File: config.mk
export PLATFORM = sky130hd
export DESIGN_NAME = arbiter_2way_flat
export DESIGN_NICKNAME = d
export VERILOG_FILES = /design/src/rtl/arbiter_2way_if.sv /design/src/rtl/arbiter_2way.sv /design/src/flat_wrapper.sv
export SDC_FILE = /design/constraint.sdc
export NUM_CORES = 1
export LEC_CHECK = 0
export CAP_MARGIN = 10
export CORE_AREA = 10 10 47 49
export CTS_BUF_LIST = sky130_fd_sc_hd__clkbuf_16
export CTS_CLUSTER_DIAMETER = 200
export DETAILED_ROUTE_END_ITERATION = 16
export DIE_AREA = 0 0 57 59
export DONT_BUFFER_PORTS = 1
export SETUP_SLACK_MARGIN = 0.02
export SYNTH_ARGS = -nofsm -noshare
export SYNTH_HDL_FRONTEND = slang
export SYNTH_SLANG_ARGS = --single-unit
File: constraint.sdc
create_clock -name clk -period 1.1 [get_ports clk]
set_clock_uncertainty 0.15 [all_clocks]
set_input_delay 0.275 -clock clk [delete_from_list [all_inputs] [get_ports clk]]
set_output_delay 0.275 -clock clk [all_outputs]
set_load 0.005 [all_outputs]
File: src/rtl/arbiter_2way_if.sv
// Request/grant bundle between two bus masters and the 2-way arbiter.
// Latency: none (wires only).
// Backpressure: none; a requester keeps req high until it has finished with its grant.
//
// Signals:
//   req_0, req_1 : level-sensitive requests, driven by the masters
//   gnt_0, gnt_1 : one-hot registered grants, driven by the arbiter
// Modports:
//   master : requester side (drives req, observes gnt)
//   slave  : arbiter side   (observes req, drives gnt)
interface arbiter_2way_if;
    logic req_0;
    logic req_1;
    logic gnt_0;
    logic gnt_1;

    modport master (
        output req_0,
        output req_1,
        input  gnt_0,
        input  gnt_1
    );

    modport slave (
        input  req_0,
        input  req_1,
        output gnt_0,
        output gnt_1
    );
endinterface

File: src/rtl/arbiter_2way.sv
// Two-requester arbiter giving exclusive, one-hot access to one shared slave port.
// Latency: a request sampled high at edge N gives its grant after edge N (one cycle); release is also one cycle.
// Backpressure: a grant is held while its request stays high, bounded by HOLD_LIMIT when the other side waits.
//
// Ports:
//   clk    : rising-edge clock
//   nreset : asynchronous reset, ACTIVE-HIGH despite its name (1 = reset)
//   bus    : arbiter_2way_if.slave -- req_0/req_1 in, gnt_0/gnt_1 out
// Parameters:
//   HOLD_LIMIT : max consecutive grant cycles while the other side requests; 0 = unlimited (0..255)
// Build option:
//   ARBITER_RR_EN : when defined, IDLE ties go round-robin (to the requester that was not
//                   granted last); when undefined, ties always go to requester 0.
module arbiter_2way #(
    parameter int unsigned HOLD_LIMIT = 0
) (
    input  logic          clk,
    input  logic          nreset,
    arbiter_2way_if.slave bus
);

    typedef enum logic [1:0] {
        IDLE = 2'd0,
        GNT0 = 2'd1,
        GNT1 = 2'd2
    } state_t;

    // Count value at which the owner has used up its allowance; only meaningful when
    // HOLD_LIMIT is non-zero.
    localparam logic [7:0] HOLD_LAST = (HOLD_LIMIT == 0) ? 8'd0 : 8'(HOLD_LIMIT - 1);

    state_t     state_q;
    state_t     state_d;
    logic [7:0] hold_q;
    logic [7:0] hold_d;
    logic       last_q;   // most recently granted requester (0 or 1)
    logic       last_d;

    logic       req_0;
    logic       req_1;
    logic       hold_expired;
    logic       tie_to_1;

    assign req_0 = bus.req_0;
    assign req_1 = bus.req_1;

    // Grants are a pure decode of the state register, so they are glitch-free,
    // registered and one-hot by construction.
    assign bus.gnt_0 = (state_q == GNT0);
    assign bus.gnt_1 = (state_q == GNT1);

    // The counter never climbs past HOLD_LAST while a limit is set (the owner is
    // switched out there), but compare with >= so a corrupted count still yields.
    assign hold_expired = (HOLD_LIMIT != 0) && (hold_q >= HOLD_LAST);

`ifdef ARBITER_RR_EN
    // Give the tie to whichever requester was not served most recently.
    assign tie_to_1 = ~last_q;
`else
    // Fixed priority: requester 0 always wins a tie; last_q is tracked but unused here.
    assign tie_to_1 = 1'b0;
`endif

    always_ff @(posedge clk or posedge nreset) begin
        if (nreset) begin
            state_q <= IDLE;
            hold_q  <= 8'd0;
            last_q  <= 1'b1;   // so requester 0 wins the first tie in either build
        end else begin
            state_q <= state_d;
            hold_q  <= hold_d;
            last_q  <= last_d;
        end
    end

    always_comb begin
        state_d = state_q;
        hold_d  = hold_q;
        last_d  = last_q;

        unique case (state_q)
            IDLE: begin
                if (req_0 && req_1) begin
                    state_d = tie_to_1 ? GNT1 : GNT0;
                end else if (req_0) begin
                    state_d = GNT0;
                end else if (req_1) begin
                    state_d = GNT1;
                end
            end

            GNT0: begin
                if (req_0 && !(hold_expired && req_1)) begin
                    // Owner keeps the bus; only time spent while the other side
                    // waits counts against its allowance. Saturate, never wrap.
                    if (req_1 && (hold_q != 8'hFF)) begin
                        hold_d = hold_q + 8'd1;
                    end
                end else if (req_1) begin
                    // Either a voluntary release or a forced yield; both hand over
                    // directly with no IDLE bubble.
                    state_d = GNT1;
                end else begin
                    state_d = IDLE;
                end
            end

            GNT1: begin
                if (req_1 && !(hold_expired && req_0)) begin
                    if (req_0 && (hold_q != 8'hFF)) begin
                        hold_d = hold_q + 8'd1;
                    end
                end else if (req_0) begin
                    state_d = GNT0;
                end else begin
                    state_d = IDLE;
                end
            end

            default: begin
                state_d = IDLE;
            end
        endcase

        // Every ownership change starts a fresh allowance.
        if (state_d != state_q) begin
            hold_d = 8'd0;
        end

        // Track who was granted last, including forced hold-limit switches.
        if (state_d == GNT0) begin
            last_d = 1'b0;
        end else if (state_d == GNT1) begin
            last_d = 1'b1;
        end
    end

endmodule

File: src/flat_wrapper.sv
// flat-port wrapper written by rule: the top's interface ports become plain ports
module arbiter_2way_flat 
#(
    parameter int unsigned HOLD_LIMIT = 0
)
  (clk, nreset, bus_req_0, bus_req_1, bus_gnt_0, bus_gnt_1);
  arbiter_2way_if bus_i ();
  input  logic clk;
  input  logic nreset;
  input wire logic [$bits(bus_i.req_0)-1:0] bus_req_0;
  input wire logic [$bits(bus_i.req_1)-1:0] bus_req_1;
  output wire logic [$bits(bus_i.gnt_0)-1:0] bus_gnt_0;
  output wire logic [$bits(bus_i.gnt_1)-1:0] bus_gnt_1;
  assign bus_i.req_0 = bus_req_0;
  assign bus_i.req_1 = bus_req_1;
  assign bus_gnt_0 = bus_i.gnt_0;
  assign bus_gnt_1 = bus_i.gnt_1;
  arbiter_2way #(.HOLD_LIMIT(HOLD_LIMIT)) u_core (.clk(clk), .nreset(nreset), .bus(bus_i));
endmodule
==> results of run 1 <==
[what timing repair did]
item | CTS | global route
setup buffers | 0 | 1
endpoints found under the hold margin | 2 | 0
setup endpoints to repair | 2 | 2
pin swaps | 0 | 0
hold buffers | 1 | 0
gates resized for setup | 0 | 0
[kinds of logic (layout without fill, tap and decap cells)]
kind of cell	after synthesis	in the layout	synth area share (%)
AND/OR/NAND/NOR	4	4	32.9
AO/OA/AOI/OAI	2	2	12.7
flip-flops	2	2	50.6
buffers and inverters	1	6	3.79
[through the flow]
stage               util, %  cell area [µm²]  hold slack (ns)  setup slack [ns]
finish                 15.1              211           0.0289            -0.170
global route           15.1              211           0.0350            -0.206
floorplan                 -             98.8           -0.134            0.0811
CTS                    14.6              204           0.0272            -0.188
global placement       8.48              119           -0.128            0.0460
detailed placement     8.48              119           -0.130            0.0448
[routing by layer]
metal | up-vias | GRT usage (%) | wire length (µm)
li1 | 38 | - | -
met2 | 4 | 2.17 | 119
met5 | - | 0 | 0
met4 | 0 | 4.03 | 0
met1 | 34 | 1.53 | 95
met3 | 0 | 1.29 | 28
[power breakdown]
group          internal (µW)  switching [µW]
clock                    462            75.8
combinational           16.8            8.79
sequential              79.8            5.69
total                    558            90.3
[final cells by class]
cell class	instances	area [µm²]
Timing Repair Buffer	2	17.5
Fill cell	161	1190
Clock buffer	3	75.1
Inverter	1	3.75
Multi-Input combinational cell	6	45.0
Sequential cell	2	50.0
Tap cell	16	20.0
[cell usage in the layout, fill, tap and decap left out]
cell and n:
o21a_1 1, dfrtp_1 2, buf_4 1, nor2b_4 1
nor2_1 1, o21ai_1 1, and2_1 1, inv_1 1
clkbuf_16 3, and2b_2 1, dlygate4sd3_1 1
[how the worst max path moves through the flow]
stage                           start        end  depth (start not counted)
global route        u_core.state_q[0]  bus_gnt_0                          1
floorplan           u_core.state_q[0]  bus_gnt_0                          1
global placement    u_core.state_q[0]  bus_gnt_0                          1
CTS                 u_core.state_q[0]  bus_gnt_0                          1
detailed placement  u_core.state_q[0]  bus_gnt_0                          1
finish              u_core.state_q[0]  bus_gnt_0                          1
==> results.ini, run 1 <==
[worst_setup_path]
arrival_ns=0.84
worstPathCellList=and2b_2
slowest_delay_ns=0.40
cp_top_family=flip-flops
cp-start-kind=flop
crit_type=reg2out
reg2reg_depth=3
rr_endpoint=u_core.state_q[0]
crit_buf_inv=0
r2r_slack_ns=0.11
cp.required_ns=0.67
end_kind=output pin
cp_max_fo=3
worst_path_max_delay_cell=dfrtp_1
rr_startpoint=u_core.state_q[0]

[routing]
routed_wl_um=244
ant_nets=0
drc=0
drt_iter0_markers=0
dr.pass1.iters=1
routedWlPerCell_um=8.13
num_vias=76
vias_per_cell=2.53

[cts]
cts_tree=built
cts_buffer_depth=2
clockRootBuffer=clkbuf_16
clk_latency_ns=0.22
path_clk_slew_ns=0.03
cts.sinks=2
cts_max_level=1
numCtsBuffers=3

[power_and_ir_drop]
peakVddDrop_mv=0.916
powerDensity_nw_per_um2=3070
finalPower_uw=649
power_leakage_uw=0.0000935

[layout]
fin_cells=30
top_register=u_core.state_q
nets=20
reg_top3=u_core.state_q x2
largest_reg_flops=2
syn2layout_area_growth_pct=114
layout-drive-gt1-share_pct=42.9
antenna_cells=0

[global_route]
first_global_vias=107
antenna_found_initial=0
track_usage_pct=1.94
grt_max_degree=5
grt_overflow=0
grt_pass1_wl_um=420

[hold_path]
min_to=u_core.state_q[1]
hp-class=in2reg
hold_start=bus_req_1
hold_depth=1

[timing]
post-route-min-period_ns=1.27
tightest_slew_ns=0.145
tns_ns=-0.252
rsz0062_at_grt=yes
drv_slew=0
setup_slack_ns=-0.170
fmax_mhz=788
maxSlewHeadroom_pct=90.3
final-hold-violation-count=0
setup_viol_count_final=2
finalCritPeriodShare_pct=115

[floorplanning]
start_util_pct=7.05
rows=14
die_h_um=59
core_area_um2=1400
floorplan.die_area_um2=3360
die_w_um=57
io_pins=6

[synthesis]
syn_avg_cell_area_um2=11.0
synth_cell_types=8
synth_fp_nets=13
synthFlopType=dfrtp_1
ys_ff_latch=2
synth_edf_count=0
synth_cells=9
synth_area_leaders=dfrtp_1 51%, nor2b_4 14%, and2b_2 8.9%
async_flop_share_pct=100
yosys_warnings=0
synth-seq-area-share_pct=50.6
yosys.cell_count.top_type=dfrtp_1
synth_top_area_share_pct=50.6
syn_area_um2=98.8
yosysTopAreaCell=dfrtp_1

[job]
cap_violations=0

[outcome]
violations=setup timing
status=finished, violations left

[placement]
gp_congestion=0.482
dp.cells=25
port_buffers=0

Power figures use the tool's default switching activity.
==> inputs of run 2 (changes only) <==
- CTS_CLUSTER_SIZE: unset -> 16
==> results of run 2 <==
Final layout, timing and power as in run 1 (identical DEF).
==> inputs of run 3 (changes only) <==
- MAX_ROUTING_LAYER: unset -> met4
==> results of run 3 <==
Final layout, timing and power as in run 1 (identical DEF).
Among the figures that moved: final weighted congestion in routability-driven placement 0.482 -> 0.481; overall routing resource usage 1.94% -> 1.99%
